### config.mk
export PLATFORM = sky130hd
export DESIGN_NAME = scan_sequencer
export DESIGN_NICKNAME = d
export VERILOG_FILES = /design/src/rtl/scan_sequencer_pkg.sv /design/src/rtl/scan_sequencer_lane_next_find.sv /design/src/rtl/scan_sequencer.sv
export SDC_FILE = /design/constraint.sdc
export NUM_CORES = 1
export LEC_CHECK = 0
export BUFFER_PORTS_ARGS = -buffer_cell sky130_fd_sc_hd__buf_2
export CELL_PAD_IN_SITES_DETAIL_PLACEMENT = 2
export CELL_PAD_IN_SITES_GLOBAL_PLACEMENT = 2
export CORE_MARGIN = 2
export CORE_UTILIZATION = 31
export CTS_BUF_LIST = sky130_fd_sc_hd__clkbuf_4 sky130_fd_sc_hd__clkbuf_8 sky130_fd_sc_hd__clkbuf_16
export DETAILED_ROUTE_END_ITERATION = 10
export PLACE_DENSITY = 0.79
export SYNTH_ARGS = -nofsm -noshare
export SYNTH_HDL_FRONTEND = slang
export SYNTH_HIERARCHICAL = 1
export SYNTH_SLANG_ARGS = --single-unit
### constraint.sdc
create_clock -name clk -period 2.5 [get_ports clk]
set_input_delay 0.5 -clock clk [delete_from_list [all_inputs] [get_ports clk]]
set_output_delay 0.5 -clock clk [all_outputs]
set_load 0.02 [all_outputs]
### src/rtl/scan_sequencer_pkg.sv
// rtl/scan_sequencer_pkg.sv - shared state encoding, lane count and lane helpers for scan_sequencer
//
// Contents:
//   NUM_LANES     number of scanned lanes (decoder outputs)
//   state_t       sequencer state encoding (IDLE / AUTO / MANUAL)
//   lowest_lane() lowest-numbered enabled lane in a mask (0 when mask is empty)
package scan_sequencer_pkg;

  localparam int NUM_LANES = 4;

  typedef enum logic [1:0] {
    ST_IDLE   = 2'd0,
    ST_AUTO   = 2'd1,
    ST_MANUAL = 2'd2
  } state_t;

  function automatic logic [1:0] lowest_lane(input logic [NUM_LANES-1:0] mask);
    logic [1:0] lane;
    logic       found;
    lane  = 2'd0;
    found = 1'b0;
    for (int i = 0; i < NUM_LANES; i++) begin
      if (!found && mask[i]) begin
        lane  = 2'(i);
        found = 1'b1;
      end
    end
    return lane;
  endfunction

endpackage

### src/rtl/scan_sequencer_lane_next_find.sv
// rtl/scan_sequencer_lane_next_find.sv - combinational search for the next enabled lane after idx
//
// Ports:
//   idx     [1:0] current lane index
//   mask    [3:0] lane enables
//   next    [1:0] first enabled lane among idx+1..idx+4 (mod 4); idx when mask is empty
//   wrapped       next < idx, i.e. the advance crosses lane 3 back toward lane 0
module lane_next_find
  import scan_sequencer_pkg::*;
(
  input  logic [1:0]           idx,
  input  logic [NUM_LANES-1:0] mask,
  output logic [1:0]           next,
  output logic                 wrapped
);

  logic [1:0] cand;
  logic       found;

  // Offset 4 lands back on idx itself, so a single enabled lane yields next == idx.
  always_comb begin
    next  = idx;
    cand  = idx;
    found = 1'b0;
    for (int k = 1; k <= NUM_LANES; k++) begin
      cand = idx + 2'(k);
      if (!found && mask[cand]) begin
        next  = cand;
        found = 1'b1;
      end
    end
  end

  assign wrapped = (next < idx);

endmodule

### src/rtl/scan_sequencer.sv
// rtl/scan_sequencer.sv - 4-lane scan sequencer with prescaler-timed (AUTO) or step-timed (MANUAL) advance
//
// Ports:
//   clk, rst        clock; synchronous active-high reset
//   en              enable; 0 returns to IDLE
//   mode            0 = AUTO, 1 = MANUAL
//   step            manual advance request (level-sensitive)
//   div [DIV_W-1:0] dwell per lane in clocks, minus 1
//   mask [3:0]      lane enables
//   D0, D1          registered lane index MSB / LSB, straight to a 2-to-4 decoder select
//   valid           sequencer active and current lane enabled
//   wrap            one-cycle pulse after an advance that wraps the index
module scan_sequencer
  import scan_sequencer_pkg::*;
#(
  parameter int DIV_W = 8
) (
  input  logic                 clk,
  input  logic                 rst,
  input  logic                 en,
  input  logic                 mode,
  input  logic                 step,
  input  logic [DIV_W-1:0]     div,
  input  logic [NUM_LANES-1:0] mask,
  output logic                 D0,
  output logic                 D1,
  output logic                 valid,
  output logic                 wrap
);

  state_t           state_q, state_d, run_state;
  logic [1:0]       idx_q, idx_d;
  logic [DIV_W-1:0] presc_q, presc_d;
  logic             wrap_q, wrap_d;
  logic             adv;
  logic [1:0]       nxt;
  logic             nxt_wrap;

  lane_next_find u_next (
    .idx     (idx_q),
    .mask    (mask),
    .next    (nxt),
    .wrapped (nxt_wrap)
  );

  assign run_state = mode ? ST_MANUAL : ST_AUTO;

  always_ff @(posedge clk) begin
    if (rst) begin
      state_q <= ST_IDLE;
      idx_q   <= 2'd0;
      presc_q <= '0;
      wrap_q  <= 1'b0;
    end else begin
      state_q <= state_d;
      idx_q   <= idx_d;
      presc_q <= presc_d;
      wrap_q  <= wrap_d;
    end
  end

  always_comb begin
    state_d = state_q;
    idx_d   = idx_q;
    presc_d = presc_q;
    wrap_d  = 1'b0;
    adv     = 1'b0;

    if (!en || (mask == '0)) begin
      state_d = ST_IDLE;
    end else if (state_q == ST_IDLE) begin
      state_d = run_state;
      idx_d   = lowest_lane(mask);
      presc_d = '0;
    end else begin
      state_d = run_state;
      // A disabled current lane is skipped immediately, ahead of any mode switch or timing.
      if (!mask[idx_q]) begin
        adv     = 1'b1;
        presc_d = '0;
      end else if (state_q != run_state) begin
        presc_d = '0;
      end else if (state_q == ST_AUTO) begin
        // Equality match only: a prescaler above a newly lowered div rolls over before matching.
        if (presc_q == div) begin
          adv     = 1'b1;
          presc_d = '0;
        end else begin
          presc_d = presc_q + DIV_W'(1);
        end
      end else begin
        presc_d = '0;
        adv     = step;
      end
    end

    if (adv) begin
      idx_d  = nxt;
      wrap_d = nxt_wrap;
    end
  end

  assign D0    = idx_q[1];
  assign D1    = idx_q[0];
  assign valid = (state_q != ST_IDLE) && mask[idx_q];
  assign wrap  = wrap_q;

endmodule

==> results.toml, run 1 <==
[sta]
finalClockSkew_ns = 0.01179
fmax_mhz = 445.0
timing.final.crit_share_pct = 89.90
finalMaxSlewViolations = 0
rsz0062_at_grt = "no"
hold_viol_final = 0
fin_ws_ns = 0.2526
period_needed_ns = 2.247
setup_viol = 0
finalSetupTns_ns = 0
relSlewSlack_pct = 61.69
tightest_slew_ns = 0.5727
hold_ws_ns = 0.4321

[critical_path]
start_kind = "flip-flop"
required_ns = 2.69
arrival_ns = 2.44
critical_path_class = "reg -> reg"
crit_path_end_kind = "flip-flop"
ff2ff_path_depth = 9
r2r_start = "idx_q[1]"
worstSetupStartpoint = "idx_q[1]"
endpoint = "wrap"
r2r-end = "wrap"
r2r_slack_ns = 0.25
path_max_fanout = 12

[power]
power.total_mw = 0.4989
power_density_mw_per_mm2 = 433.9
vdd_drop_max_mv = 0.2095
p_leak_nw = 0.4404

[synth]
synth.cell_area_sq_um = 970.9
ys.flop_type = "dfxtp_1"
synth_area_leader_cell = "dfxtp_1"
async_flop_share_pct = 0
synthesis.nets = 131
synth_seq_area_share_pct = 26.80
synthMuxAreaShare_pct = 2.320
synth_cells = 112
syn_avg_cell_area_sq_um = 8.669
yosys.area_share.xor_xnor_pct = 12.63
synth_area_leaders = "dfxtp_1 27%, xor2_1 9.9%, nor2_1 4.6%"
yosysUniqueCellTypes = 40
synth_top_family_by_area = "simple AND/OR/NAND/NOR gates"
yosysWarnings = 6
ys_ff_latch = 13
yosysMostFrequentCell = "dfxtp_1"
synth_compound_area_share_pct = 24.74
synth_common_cells = "13 x dfxtp_1, 12 x nor2_1, 11 x xor2_1"
yosysTopAreaCellShare_pct = 26.80
synth_simple_gate_area_share_pct = 28.22
synth_edf_count = 0
synth_adder_area_share_pct = 2.577

[placed_design]
detailed_place_hpwl_um = 2343
port_buffers = 20
place_ws_ns = 0.1468
gp_congestion = 0.8430

[clock_network]
cts.hold.buffers_added = 0
ctsRootBufferMaster = "clkbuf_4"
cts_resized = 0
cts_made_buffers = 3
cts_tree = "built"
clockBufferDepth = 2
clock-sinks = 13
post_cts_buffers = 0
htree_levels = 1
path_clk_slew_ns = 0.08
clkLatencyLatePin_ns = 0.29

[worst_hold_path]
hold_depth = 2
min_path_type = "in -> reg"

[finish]
area_growth_pct = 18.43
utilization_pct = 37.98
seq_area_sq_um = 260.3
num-fill-cells = 354
multi_input_area_sq_um = 684.4
diodes = 0
layout-drive-gt1-share_pct = 27.94
final_nets = 156

[detailed_routing]
avgViaCountPerCell = 5.289
drtIter0Drc = 34
routed-via-count = 952
wire_per_inst_um = 15.90
dr.pass1.iters = 4
antenna_left = 0
wl_um = 2862
drt_drc_violations_left = 0

[floorplanning]
initial_core_util_pct = 32.07
ios = 21
die_w_um = 59.97
die_area_sq_mm = 0.003596
rows = 20
chipHeight_um = 59.97
coreArea_sq_mm = 0.003028

[global_routing]
grt_util_met2_pct = 31.06
grt_pass1_wl_um = 4905
grt.met3_usage_pct = 3.896
grt_antenna_before_repair = 0
grt_remaining_overflow = 0
grtUsageTotal_pct = 18.60
busiest_layer = "met2"
grt_max_degree = 13
grt_pass1_vias = 1020
gr-usage-met1_pct = 23.85

[flow_run]
drv_cap = 0

[outcome]
status = "finished, final reports clean"
-- through the flow --
step / cell area [sq um] / std cells
6_report: 1150 / 180
5_1_grt: 1150 / 180
4_1_cts: 1150 / 180
3_5_place_dp: 1122 / 176
3_3_place_gp: 1122 / 176
2_1_floorplan: 970.9 / 112
-- report_power, final --
group | total, mW | switching (mW) | leakage, nW | internal [mW]
Sequential | 0.223 | 0.0105 | 0.106 | 0.212
Combinational | 0.135 | 0.0779 | 0.317 | 0.0568
Clock | 0.141 | 0.0816 | 0.0177 | 0.0596
-- flip-flops by register name, indices dropped and copies added, names as in the netlist --
name     cells
presc_q      8
idx_q        2
state_q      2
wrap         1
-- layer usage --
metal  vias to the layer above  share of wire [%]
met3                         2                3.0
met2                        14                 49
met1                       474                 47
met4                         0               0.66
li1                        462                  -
met5                         -                  0
-- final cells by class --
cell class	instances	area share, %
clock buffer	3	1.959
clock inverter	1	0.4353
inverter	4	1.306
tap	44	4.788
timing repair buffer	21	9.358
sequential	13	22.63
multi-input combinational	94	59.52
-- cell usage in the layout, fill, tap and decap left out, types with 3 or more instances in the layout --
cell type  instances
a21oi_1            8
inv_1              4
nand2_1            9
nand3_1            7
dfxtp_1           13
o21ai_0            4
clkbuf_4           3
xor2_1            11
nor2_1            12
buf_2             20
nor3_1             4
xnor2_1            3
-- kinds of logic (layout without fill, tap and decap cells) --
| kind of cell | Yosys count | after routing |
|---|---|---|
| buffers and inverters | 5 | 29 |
| DFF | 13 | 13 |
| AOI/OAI and AO/OA | 29 | 29 |
| muxes | 1 | 1 |
| adders and majority gates | 2 | 2 |
| and+or+nand+nor | 48 | 48 |
| xor gates and xnor gates | 14 | 14 |
-- worst max-delay path, cell delays in order (launching register included) --
cell and delay (ns):
dfxtp_1 0.55, a21oi_1 0.13, a31oi_1 0.17, a21oi_1 0.11
ha_1 0.33, nand2b_1 0.11, a21oi_1 0.06, a211oi_2 0.22
o21ai_0 0.14, a2111oi_2 0.33
-- worst min-delay path by stage --
stage                       endpoint  slack (ns)       start
after detailed placement  presc_q[1]        0.54  presc_q[1]
after CTS                 state_q[0]        0.42        mode
after global routing      state_q[0]        0.42        mode
final                     state_q[0]        0.43        mode
after floorplan           presc_q[1]        0.47  presc_q[1]
after global placement    presc_q[1]        0.49  presc_q[1]
(Power assumes the default switching activity.)
==> inputs of run 2 (changes only) <==
--- a/config.mk
+++ b/config.mk
@@ -8,10 +8,11 @@
 export BUFFER_PORTS_ARGS = -buffer_cell sky130_fd_sc_hd__buf_2
 export CELL_PAD_IN_SITES_DETAIL_PLACEMENT = 2
 export CELL_PAD_IN_SITES_GLOBAL_PLACEMENT = 2
-export CORE_MARGIN = 2
+export CORE_MARGIN = 3
 export CORE_UTILIZATION = 31
 export CTS_BUF_LIST = sky130_fd_sc_hd__clkbuf_4 sky130_fd_sc_hd__clkbuf_8 sky130_fd_sc_hd__clkbuf_16
 export DETAILED_ROUTE_END_ITERATION = 10
+export GPL_ROUTABILITY_DRIVEN = 0
 export PLACE_DENSITY = 0.79
 export SYNTH_ARGS = -nofsm -noshare
 export SYNTH_HDL_FRONTEND = slang
==> run 2 against run 1 <==
Net effect: die area up 6.8%; clock-buffer cell count is 1 higher; cell count is 1.1% lower; critical path type unchanged; critical endpoint unchanged; sequential cell count did not move; fmax increased by 0.96%; design area is the same; non-clock buffer count unchanged; register-to-register slack improved by 0.02 ns; worst setup slack better by 0.021 ns; clock power is 4% higher; sequential share of layout area stayed put; wire length shrank 5.6%.
==> results.toml, run 2 (synthesis gave the netlist of run 1 again) <==
[global_routing]
grt_pass1_wl_um = 4650
grt_pass1_vias = 997
grtUsageTotal_pct = 16.51
grt_antenna_before_repair = 0
grt_remaining_overflow = 0
grt_max_degree = 13

[critical_path]
crit_path_end_kind = "flip-flop"
start_kind = "flip-flop"
required_ns = 2.68
ff2ff_path_depth = 9
critical_path_class = "reg -> reg"
path_max_fanout = 12
r2r_slack_ns = 0.27
arrival_ns = 2.41

[placed_design]
port_buffers = 20
detailed_place_hpwl_um = 2219
placed_cells = 174

[sta]
fmax_mhz = 449.3
finalSetupTns_ns = 0
setup_viol = 0
tightest_slew_ns = 0.5693
relSlewSlack_pct = 61.82
rsz0062_at_grt = "no"
finalClockSkew_ns = 0.007083
timing.final.crit_share_pct = 89.04
hold_viol_final = 0
hold_ws_ns = 0.4188
finalMaxSlewViolations = 0
period_needed_ns = 2.226

[worst_hold_path]
min_path_type = "in -> reg"
hold_depth = 2

[floorplanning]
chipHeight_um = 61.97
ios = 21
rows = 19
initial_core_util_pct = 33.75
coreArea_sq_mm = 0.002877
die_area_sq_mm = 0.003840
die_w_um = 61.97

[detailed_routing]
avgViaCountPerCell = 5.236
routed-via-count = 932
antenna_left = 0
wire_per_inst_um = 15.18
wl_um = 2702
dr.pass1.iters = 4
drtIter0Drc = 36
drt_drc_violations_left = 0

[finish]
reg_top3 = "presc_q x8, idx_q x2, state_q x2"
largest_reg_flops = 8
area_growth_pct = 18.43
mostFrequentLayoutCell = "buf_2"
layout-drive-gt1-share_pct = 27.94
largest_register = "presc_q"
num-fill-cells = 342
diodes = 0
fin_cells = 178
mostFrequentLayoutCells = "20 x buf_2, 13 x dfxtp_1, 12 x nor2_1"
utilization_pct = 39.97
final_nets = 156

[outcome]
status = "finished, final reports clean"

[clock_network]
cts.hold.buffers_added = 0
cts_made_buffers = 3
clkLatencyLatePin_ns = 0.28
cts_resized = 0
post_cts_buffers = 0
ctsRootBufferMaster = "clkbuf_4"
htree_levels = 1
clockBufferDepth = 2
cts_tree = "built"
clock-sinks = 13
path_clk_slew_ns = 0.09

[power]
p_leak_nw = 0.4411
power.total_mw = 0.5004
vdd_drop_max_mv = 0.2433
power_density_mw_per_mm2 = 435.2

[flow_run]
drv_cap = 0
## run 2: cell types whose count changed in the layout (fill, tap and decap cells not counted), sizes merged
| cell | before | now |
|---|---|---|
| clkbuf | 3 | 4 |
| clkinv | 1 | 0 |
## run 2: worst paths after layout
kind | to | start
hold / removal | state_q[0] | mode
setup reg to reg | wrap | idx_q[1]
setup / recovery | wrap | idx_q[1]
hold reg to reg | presc_q[1] | presc_q[1]
## run 2: worst max-delay path, cell delays in order (launching register included)
cell,delay (ns)
dfxtp_1,0.57
a21oi_1,0.13
a31oi_1,0.17
a21oi_1,0.12
ha_1,0.32
nand2b_1,0.08
a21oi_1,0.05
a211oi_2,0.21
o21ai_0,0.15
a2111oi_2,0.33
## run 2: power breakdown
group	internal, mW	switching, mW
clock	0.0726	0.0739
combinational	0.0562	0.0744
sequential	0.212	0.0109
## run 2: metrics by stage
step | setup WS, ns | cell area (sq um)
after global routing | 0.03463 | 1150
after global placement | 0.3075 | 1120
final | 0.2741 | 1150
after CTS | 0.2322 | 1150
after detailed placement | 0.1495 | 1120
after floorplan | 0.4858 | 970.9
## run 2: cell type report
class	count	area, sq um	share of cell area [%]
inverters	4	15.01	1.306
flip-flops and latches	13	260.3	22.63
clock buffers	4	30.03	2.612
repair buffers	21	107.6	9.358
multi-input cells	94	684.4	59.52
well taps	42	52.55	4.570
## run 2: metal layers
| layer | up-vias | GRT usage [%] | share of wire (%) |
|---|---|---|---|
| met2 | 19 | 27.51 | 48 |
| li1 | 460 | - | - |
| met4 | 0 | 3.636 | 0.67 |
| met3 | 2 | 2.893 | 3.6 |
| met1 | 451 | 22.19 | 48 |
| met5 | - | 0 | 0 |
